<file path="src/rtl/demux_stream_sched_pkg.sv">
`default_nettype none
// +------------------------------------------------------------------+
// | demux_sched_pkg: shared FSM states, counter width, mode encodings |
// | Rev 1.0                                                            |
// +------------------------------------------------------------------+
package demux_sched_pkg;

  typedef enum logic [0:0] {
    IDLE = 1'b0,
    HOLD = 1'b1
  } state_e;

  localparam int CNT_W = 16;

  localparam logic MODE_RR   = 1'b0;
  localparam logic MODE_ADDR = 1'b1;

endpackage
`default_nettype wire

</file>
<file path="src/rtl/demux_stream_sched_if.sv">
`default_nettype none
// +------------------------------------------------------------------+
// | demux_stream_sched_if: upstream/downstream stream bundle          |
// | out_cnt exists only when DEMUX_CNT_EN is defined. Rev 1.0          |
// +------------------------------------------------------------------+
interface demux_stream_sched_if #(
  parameter int DW = 8,
  parameter int N  = 4
);
  import demux_sched_pkg::*;

  localparam int SW = $clog2(N);

  logic          in_valid;
  logic [DW-1:0] in_data;
  logic [SW-1:0] in_sel;
  logic          in_ready;
  logic          mode;
  logic [N-1:0]  out_valid;
  logic [DW-1:0] out_data;
  logic [N-1:0]  out_ready;
  logic          busy;
`ifdef DEMUX_CNT_EN
  logic [N*CNT_W-1:0] out_cnt;
`endif

`ifdef DEMUX_CNT_EN
  modport master (
    output in_valid, in_data, in_sel, mode, out_ready,
    input  in_ready, out_valid, out_data, busy, out_cnt
  );
  modport slave (
    input  in_valid, in_data, in_sel, mode, out_ready,
    output in_ready, out_valid, out_data, busy, out_cnt
  );
`else
  modport master (
    output in_valid, in_data, in_sel, mode, out_ready,
    input  in_ready, out_valid, out_data, busy
  );
  modport slave (
    input  in_valid, in_data, in_sel, mode, out_ready,
    output in_ready, out_valid, out_data, busy
  );
`endif

endinterface
`default_nettype wire

</file>
<file path="src/rtl/demux_stream_sched_rr_ptr.sv">
`default_nettype none
// +------------------------------------------------------------------+
// | demux_rr_ptr: round-robin destination pointer, wraps N-1 -> 0     |
// | Rev 1.0                                                            |
// +------------------------------------------------------------------+
module demux_rr_ptr #(
  parameter int N = 4
) (
  input  wire logic                 clk,
  input  wire logic                 rst,
  input  wire logic                 advance,
  output logic [$clog2(N)-1:0]      ptr
);

  localparam int PW = $clog2(N);

  logic [PW-1:0] ptr_q;
  logic [PW-1:0] ptr_d;

  always_comb begin
    ptr_d = ptr_q;
    if (advance) begin
      ptr_d = (ptr_q == PW'(N - 1)) ? '0 : ptr_q + 1'b1;
    end
  end

  always_ff @(posedge clk) begin
    if (rst) begin
      ptr_q <= '0;
    end else begin
      ptr_q <= ptr_d;
    end
  end

  assign ptr = ptr_q;

endmodule
`default_nettype wire

</file>
<file path="src/rtl/demux_stream_sched.sv">
`default_nettype none
// +------------------------------------------------------------------+
// | demux_stream_sched: 1:N stream demux, round-robin or addressed    |
// | Optional per-channel delivery counters under DEMUX_CNT_EN. Rev 1.0 |
// +------------------------------------------------------------------+
module demux_stream_sched
  import demux_sched_pkg::*;
#(
  parameter int DW = 8,
  parameter int N  = 4
) (
  input wire logic              clk,
  input wire logic              rst,
  demux_stream_sched_if.slave   bus
);

  localparam int SW = $clog2(N);

  state_e        state_q, state_d;
  logic [DW-1:0] data_q, data_d;
  logic [SW-1:0] dest_q, dest_d;
  logic [SW-1:0] rr_ptr;
  logic [SW-1:0] dest_in;
  logic          accept;
  logic          deliver;
  logic          rr_adv;
  logic          in_ready_w;
  logic [N-1:0]  out_valid_w;

  // A held beat only frees the register when its own sink takes it,
  // which keeps the stream in order behind a blocked channel.
  assign deliver    = (state_q == HOLD) && bus.out_ready[dest_q];
  assign in_ready_w = !rst && ((state_q == IDLE) || bus.out_ready[dest_q]);
  assign accept     = bus.in_valid && in_ready_w;
  assign dest_in    = (bus.mode == MODE_ADDR) ? bus.in_sel : rr_ptr;
  assign rr_adv     = accept && (bus.mode == MODE_RR);

  demux_rr_ptr #(
    .N (N)
  ) u_rr_ptr (
    .clk     (clk),
    .rst     (rst),
    .advance (rr_adv),
    .ptr     (rr_ptr)
  );

  always_comb begin
    state_d = state_q;
    data_d  = data_q;
    dest_d  = dest_q;
    case (state_q)
      IDLE: begin
        if (accept) begin
          state_d = HOLD;
          data_d  = bus.in_data;
          dest_d  = dest_in;
        end
      end
      HOLD: begin
        if (accept) begin
          data_d = bus.in_data;
          dest_d = dest_in;
        end else if (deliver) begin
          state_d = IDLE;
        end
      end
      default: state_d = IDLE;
    endcase
  end

  always_ff @(posedge clk) begin
    if (rst) begin
      state_q <= IDLE;
      data_q  <= '0;
      dest_q  <= '0;
    end else begin
      state_q <= state_d;
      data_q  <= data_d;
      dest_q  <= dest_d;
    end
  end

  always_comb begin
    out_valid_w = '0;
    if (state_q == HOLD) begin
      out_valid_w[dest_q] = 1'b1;
    end
  end

  assign bus.in_ready  = in_ready_w;
  assign bus.out_valid = out_valid_w;
  assign bus.out_data  = data_q;
  assign bus.busy      = (state_q == HOLD);

`ifdef DEMUX_CNT_EN
  for (genvar k = 0; k < N; k++) begin : g_cnt
    logic [CNT_W-1:0] cnt_q;
    logic [CNT_W-1:0] cnt_d;

    always_comb begin
      cnt_d = cnt_q;
      if (deliver && (dest_q == SW'(k))) begin
        cnt_d = cnt_q + 1'b1;
      end
    end

    always_ff @(posedge clk) begin
      if (rst) begin
        cnt_q <= '0;
      end else begin
        cnt_q <= cnt_d;
      end
    end

    assign bus.out_cnt[k*CNT_W +: CNT_W] = cnt_q;
  end
`endif

endmodule
`default_nettype wire

</file>
<file path="src/flat_wrapper.sv">
// flat-port wrapper written by rule: the top's interface ports become plain ports
module demux_stream_sched_flat import demux_sched_pkg::*;
#(
  parameter int DW = 8,
  parameter int N  = 4
)
  (clk, rst, bus_in_valid, bus_in_data, bus_in_sel, bus_mode, bus_out_ready, bus_in_ready, bus_out_valid, bus_out_data, bus_busy);
  demux_stream_sched_if #(.DW(DW), .N(N)) bus_i ();
  input wire logic clk;
  input wire logic rst;
  input wire logic [$bits(bus_i.in_valid)-1:0] bus_in_valid;
  input wire logic [$bits(bus_i.in_data)-1:0] bus_in_data;
  input wire logic [$bits(bus_i.in_sel)-1:0] bus_in_sel;
  input wire logic [$bits(bus_i.mode)-1:0] bus_mode;
  input wire logic [$bits(bus_i.out_ready)-1:0] bus_out_ready;
  output wire logic [$bits(bus_i.in_ready)-1:0] bus_in_ready;
  output wire logic [$bits(bus_i.out_valid)-1:0] bus_out_valid;
  output wire logic [$bits(bus_i.out_data)-1:0] bus_out_data;
  output wire logic [$bits(bus_i.busy)-1:0] bus_busy;
  assign bus_i.in_valid = bus_in_valid;
  assign bus_i.in_data = bus_in_data;
  assign bus_i.in_sel = bus_in_sel;
  assign bus_i.mode = bus_mode;
  assign bus_i.out_ready = bus_out_ready;
  assign bus_in_ready = bus_i.in_ready;
  assign bus_out_valid = bus_i.out_valid;
  assign bus_out_data = bus_i.out_data;
  assign bus_busy = bus_i.busy;
  demux_stream_sched #(.DW(DW), .N(N)) u_core (.clk(clk), .rst(rst), .bus(bus_i));
endmodule
</file>
<file path="config.mk">
export PLATFORM = sky130hd
export DESIGN_NAME = demux_stream_sched_flat
export DESIGN_NICKNAME = d
export VERILOG_FILES = /design/src/rtl/demux_stream_sched_pkg.sv /design/src/rtl/demux_stream_sched_if.sv /design/src/rtl/demux_stream_sched_rr_ptr.sv /design/src/rtl/demux_stream_sched.sv /design/src/flat_wrapper.sv
export SDC_FILE = /design/constraint.sdc
export NUM_CORES = 1
export LEC_CHECK = 0
export ABC_AREA = 1
export BUFFER_PORTS_ARGS = -buffer_cell sky130_fd_sc_hd__buf_2
export CAP_MARGIN = 40
export CORE_MARGIN = 5
export CORE_UTILIZATION = 40
export CTS_CLUSTER_DIAMETER = 200
export DETAILED_ROUTE_END_ITERATION = 7
export PLACE_DENSITY_LB_ADDON = 0.1
export SKIP_LAST_GASP = 1
export SYNTH_ARGS = -nofsm -noshare
export SYNTH_HDL_FRONTEND = slang
export SYNTH_SLANG_ARGS = --single-unit
</file>
<file path="constraint.sdc">
create_clock -name clk -period 1.5 [get_ports clk]
set_input_delay 0.15 -clock clk [delete_from_list [all_inputs] [get_ports clk]]
set_output_delay 0.15 -clock clk [all_outputs]
set_load 0.02 [all_outputs]
</file>
; ---- Word-level counts from Yosys, hierarchy flattened
; Index checks and enable logic that the tools add are counted.
; Widths: inputs -> output; s select.
[word_totals]
ff_bits = 13
in_bits = 18
[classes]
add_sub_neg = 1
order_cmp = 2
n_reduce_logical = 7
n_bitwise = 2
mux = 13
eq_ne = 1
[ops]
columns = operator, n
row1 = $mux 8, 1
row2 = $mux 2, 3
row3 = $logic_and 1x1->1, 5
row4 = $mux 1, 5
row5 = $mux 4, 1
row6 = $lt 2x3->1 const B, 1
row7 = $add 2x1->2 const B, 1
row8 = $bmux 1 s2, 1
row9 = $demux 1 s2, 1
row10 = $eq 2x2->1 const B, 1
row11 = $ge 2x1->1 const B, 1
row12 = $not 1->1, 2
row13 = $pmux 1 s2, 1
row14 = $logic_not 1->1, 1
row15 = $logic_or 1x1->1, 1

; ---- Depth between registers and ports, before layout
[depth]
depth_word = 7
depth_mapped = 9
depth_no_buf = 9

; ---- Modules after synthesis
; A second synthesis with hierarchy kept.
[hier_totals]
cells_unflattened = 91
hier_area_um2 = 656.9
[modules_own_cells]
columns = mod, cells_per_inst, n_inst, area_each_um2, seq_area_each_um2
row1 = demux_stream_sched, 77, 1, 556.8, 220.2
row2 = demux_rr_ptr, 14, 1, 100.1, 40.0

; ---- Worst setup path after synthesis
; Ideal clock, no wire load.
[synth_timing]
kind = reg2out
from = reg u_core.state_q, in the netlist u_core.bus.busy
to = out bus_out_valid[0]
slack_ns = 0.239
t_arrival_ns = 1.111
stages_incl_launch_ff = 3
required_time_ns = 1.350
path_cell_list = dfxtp_1 > inv_1 > nor3_1
[synth_via]
elab_chain_cells = 1
[synth_rtl]
columns = element, line_no
row1 = from (decl), demux_stream_sched.sv:19  ; state_e state_q, state_d;
row2 = from (signal assigned), demux_stream_sched.sv:77  ; state_q <= state_d;
row3 = $mux 4, demux_stream_sched.sv:85  ; if (state_q == HOLD) begin
row4 = to (decl), flat_wrapper.sv:17  ; output wire logic [$bits(bus_i.out_valid)-1:0] bus_out_valid;
; No other way between the ends.

; ---- Worst setup path in the final report
[layout_timing]
from = reg u_core.dest_q[0]
to = out bus_in_ready
[layout_via]
elab_chain_cells = 4
[layout_rtl]
columns = element, line_no
row1 = from (decl), demux_stream_sched.sv:21  ; logic [SW-1:0] dest_q, dest_d;
row2 = from (signal assigned), demux_stream_sched.sv:79  ; dest_q <= dest_d;
row3 = $bmux 1 s2, demux_stream_sched.sv:33  ; assign in_ready_w = !rst && ((state_q == IDLE) || bus.out_ready[dest_q]);
row4 = $mux 1 (implied by the code), demux_stream_sched.sv:33
row5 = $logic_or 1x1->1, demux_stream_sched.sv:33
row6 = $logic_and 1x1->1, demux_stream_sched.sv:33
row7 = to (decl), flat_wrapper.sv:16  ; output wire logic [$bits(bus_i.in_ready)-1:0] bus_in_ready;
; No other way between the ends. The select of a mux whose other input is x is not followed.

==> results list <==
* CTS clk-pin slew, worst paths: around 0.08 ns
- Busiest grt layer: met2
- Post-detailed-placement half-perimeter wirelength: 1160 um
* Number of global-route vias before repair: ~630
- Fin worst setup slack: around 0.089 ns
* Post-Syn Nets: 106
- Power density over the cells: about 960 nW/um2
* Leak: around 0.47 nW
- After synthesis, flip-flops and latches occupy 41.8% of the total area.
* Number of instances in the synthesized netlist: 87
- CP peak stage delay: 0.35 ns
- Clock network fraction of total power: between 20 and 30%
- After synthesis the cells add up to between 600 and 700 um2.
* Final #Nets: 141
- Combinational logic is responsible for 22.7% of the overall power.
* Routed len/inst: roughly 11 um
- The critical path in this run is classified as flip-flop to output port.
* Non-Filler Cell Area, Final: about 800 um2
- Buffers inserted during clock tree synthesis total 3.
- Setup repair after global routing left no endpoint under its margin.
* Count of warnings emitted by yosys: 0
* Area growth from synthesis to final layout: 32.1%
- Pins Over Slew Limit: 0
- The floorplan step defined a core boundary enclosing 1490 um2.
- Global routing consumed, on the met2 layer, 19.1% of the routing resources.
* CP Buf/Inv Count: 2
- Share of post-route cells with drive strength above 1: between 30% and 40%
* Fraction of met3 tracks used by global routing: 2.71%
- The flow ran to the end, and the final reports show no timing, DRC or antenna violations.
* Setup TNS after final layout: 0 ns
- Cell class contributing the biggest share of worst-path delay: flip-flops
* Maximum Capacitance Violations: 0
- Critical path endpoint category: output port
* Routed wire length: approximately 1500 um
* Footprint of the multi-input gates: around 310 um2
- The routed layout has 643 vias.
- TritonCTS built the clock tree.
- Power comes to just under 0.8 mW.
- Number of distinct standard cells referenced by the synthesized netlist: 17
- Once the floorplan was initialized, standard cells occupied between 40% and 50% of the core.
* Overall die area: 2450 um2
- Switching power share of the total: approximately 31%
* Syn avg cell area: ~7 um2
* Kind of launch point of the worst setup path: flip-flop
- Number of cell rows: 14
- Hold Fails Final Rpt: 0
* Setup Skew: roughly 0.0020 ns
- Pin count of the biggest net entering global routing: 13
- The first global-routing pass estimated about 2600 um of wire.
- Along the worst path, the maximum fanout reaches 5.
- The floorplan step set the die height to approximately 49 um.
- Summing all flip-flop and latch instances after layout gives roughly 260 um2.
- Clock period minus final worst setup slack: approximately 1.4 ns
- Clock root buffer: clkbuf_4
* Skew-Pair Late Insertion Delay: ~0.28 ns
- Final routed DRC violation total: 0
- Ordered cell list for the critical path: inv_2 > nand2_1 > nand2_1 > nand2_2 > a31oi_4 > buf_4
* Inserted Diodes: 0
* Net Sw Power: 0.245 mW
* Length of the first detailed-routing pass in iterations: 3
* Htree depth: 1
* Placed Area: 787 um2
- For this run, global-route usage on met1 was measured as a little under a fifth.
* Most common library cell in the layout ignoring fill and taps: buf_2
- Placer's final routability congestion estimate: roughly 0.7
- Worst Hold Slack: between 0.08 and 0.09 ns
- In this run the count of I/O pins placed on the die edge is 32.
- For this block, the initial DRC count from the detailed router was 10.
- Pre-CTS worst setup slack: roughly 0.21 ns
- Pin slew with the least headroom to its limit: 0.284 ns
- Number of hold buffers added after cts: 0
- By instance count, the cell type seen most on the critical path is nand2_1.
- Setup violations remaining at the end of the flow were counted as 0.
* Port-buffer cells: 31
* Initial antenna violation count: 0
- In this run, synthesis produced a sequential element count of 13.
* Highest-delay cell along the critical path: dfxtp_1
- The detail route stage leaves a number of antenna-violating nets equal to 0.
- CTS saw 13 sinks.
- Relative contribution of sequential cells to total power: about half
- Post-route clock period utilization: about 94%
* Most frequent cells in the layout: buf_2 (30), nand2_1 (23), nand3_1 (16), dfxtp_1 (13), nor2_1 (9)
- In this run the tightest slew margin relative to its limit is between 80 and 90%.
* Number of filler cells placed in the layout: 164
- Global-route total usage across every layer: around 13%
* Internal power consumption: roughly 0.54 mW
- Total gr overflow: 0
* Die X: approximately 50 um
- Achievable frequency: between 0.7 and 0.8 GHz
* Worst voltage drop across the vdd grid: between 0.5 and 0.6 mV
- The path class of the tightest hold or removal check is primary input to flip-flop.
* Deepest clock path buffer count: 2
- CP required: 1.35 ns
- Arrival time at the worst endpoint: ~1.3 ns
* Vias per cell: around 4.7
## sequential cells by signal, indices dropped and copies added, names as in the netlist
signal / cells
u_core.bus.busy: 1
u_core.bus.out_data: 8
u_core.u_rr_ptr.ptr: 2
u_core.dest_q: 2
## through the flow
step	std cells	util, %
after floorplan	87	-
after global placement	132	52.9
after detailed placement	132	52.9
after CTS	137	55.1
after global routing	137	55.3
final	137	55.3
## logic make-up after synthesis
kind of cell / after synthesis / share of synthesized area, %
fa+ha+maj: 1 / 2.01
simple gates: 58 / 42.6
flops: 13 / 41.8
buf+inv: 11 / 7.83
compound gates: 4 / 5.82
## repair_timing
| action | in CTS | in global routing |
|---|---|---|
| resized for setup | 0 | 1 |
| endpoints found under the setup margin | 1 | 1 |
| setup buffers | 1 | 0 |
| endpoints found under the hold margin | 0 | 0 |
| pin swaps | 1 | 0 |
## layer usage
layer / part of all wire (%) / wire [um]
met1: 49 / 746
met2: 41 / 621
met3: 7.5 / 115
met4: 3.0 / 46
met5: 0 / 0
## worst register-to-register path, stage by stage (launching register included)
cell     delay [ns]
dfxtp_1        0.35
inv_2          0.10
nand2_1        0.06
nand2_1        0.07
nand2_2        0.08
nand3_2        0.10
nand3_2        0.21
nor2_1         0.17
nor2_1         0.06
## layout make-up
cell class / count / share of cell area (%)
repair buffers: 33 / 21.0
flip-flops and latches: 13 / 31.6
clock buffers: 4 / 3.19
multi-input cells: 63 / 38.1
inverters: 8 / 3.65
well taps: 16 / 2.43
## cell usage after synthesis
cell type / count / area share (%)
a21oi_1: 1 / 0.80
a31oi_4: 1 / 3.4
buf_1: 1 / 0.60
buf_6: 1 / 1.8
clkbuf_1: 1 / 0.60
dfxtp_1: 13 / 42
ha_1: 1 / 2.0
inv_1: 7 / 4.2
inv_2: 1 / 0.60
nand2_1: 23 / 14
nand2_2: 3 / 3.0
nand3_1: 16 / 13
nand3_2: 2 / 3.2
nand4_1: 1 / 1.0
nor2_1: 9 / 5.4
nor3_1: 4 / 3.2
o21ai_0: 2 / 1.6
## final timing paths
kind	startpoint	end	slack, ns	cells after the start
worst max register to register	u_core.dest_q[0]$_SDFFE_PP0P_	u_core.dest_q[1]$_SDFFE_PP0P_	0.21	8
worst min register to register	u_core.bus.out_data[0]$_SDFFE_PP0P_	u_core.bus.out_data[0]$_SDFFE_PP0P_	0.47	2
worst max-delay path	u_core.dest_q[0]$_SDFFE_PP0P_	bus_in_ready	0.09	6
worst min-delay path	bus_in_data[2]	u_core.bus.out_data[2]$_SDFFE_PP0P_	0.08	3
## power by group through the flow
| stage | logic, mW | registers (mW) | clock network [mW] |
|---|---|---|---|
| 2_1_floorplan | 0.0900 | 0.420 | 0 |
| 3_3_place_gp | 0.174 | 0.397 | 0 |
| 3_5_place_dp | 0.176 | 0.397 | 0 |
| 4_1_cts | 0.180 | 0.389 | 0.229 |
| 5_1_grt | 0.200 | 0.394 | 0.242 |
| 6_report | 0.179 | 0.389 | 0.220 |
Power figures use the tool's default switching activity.
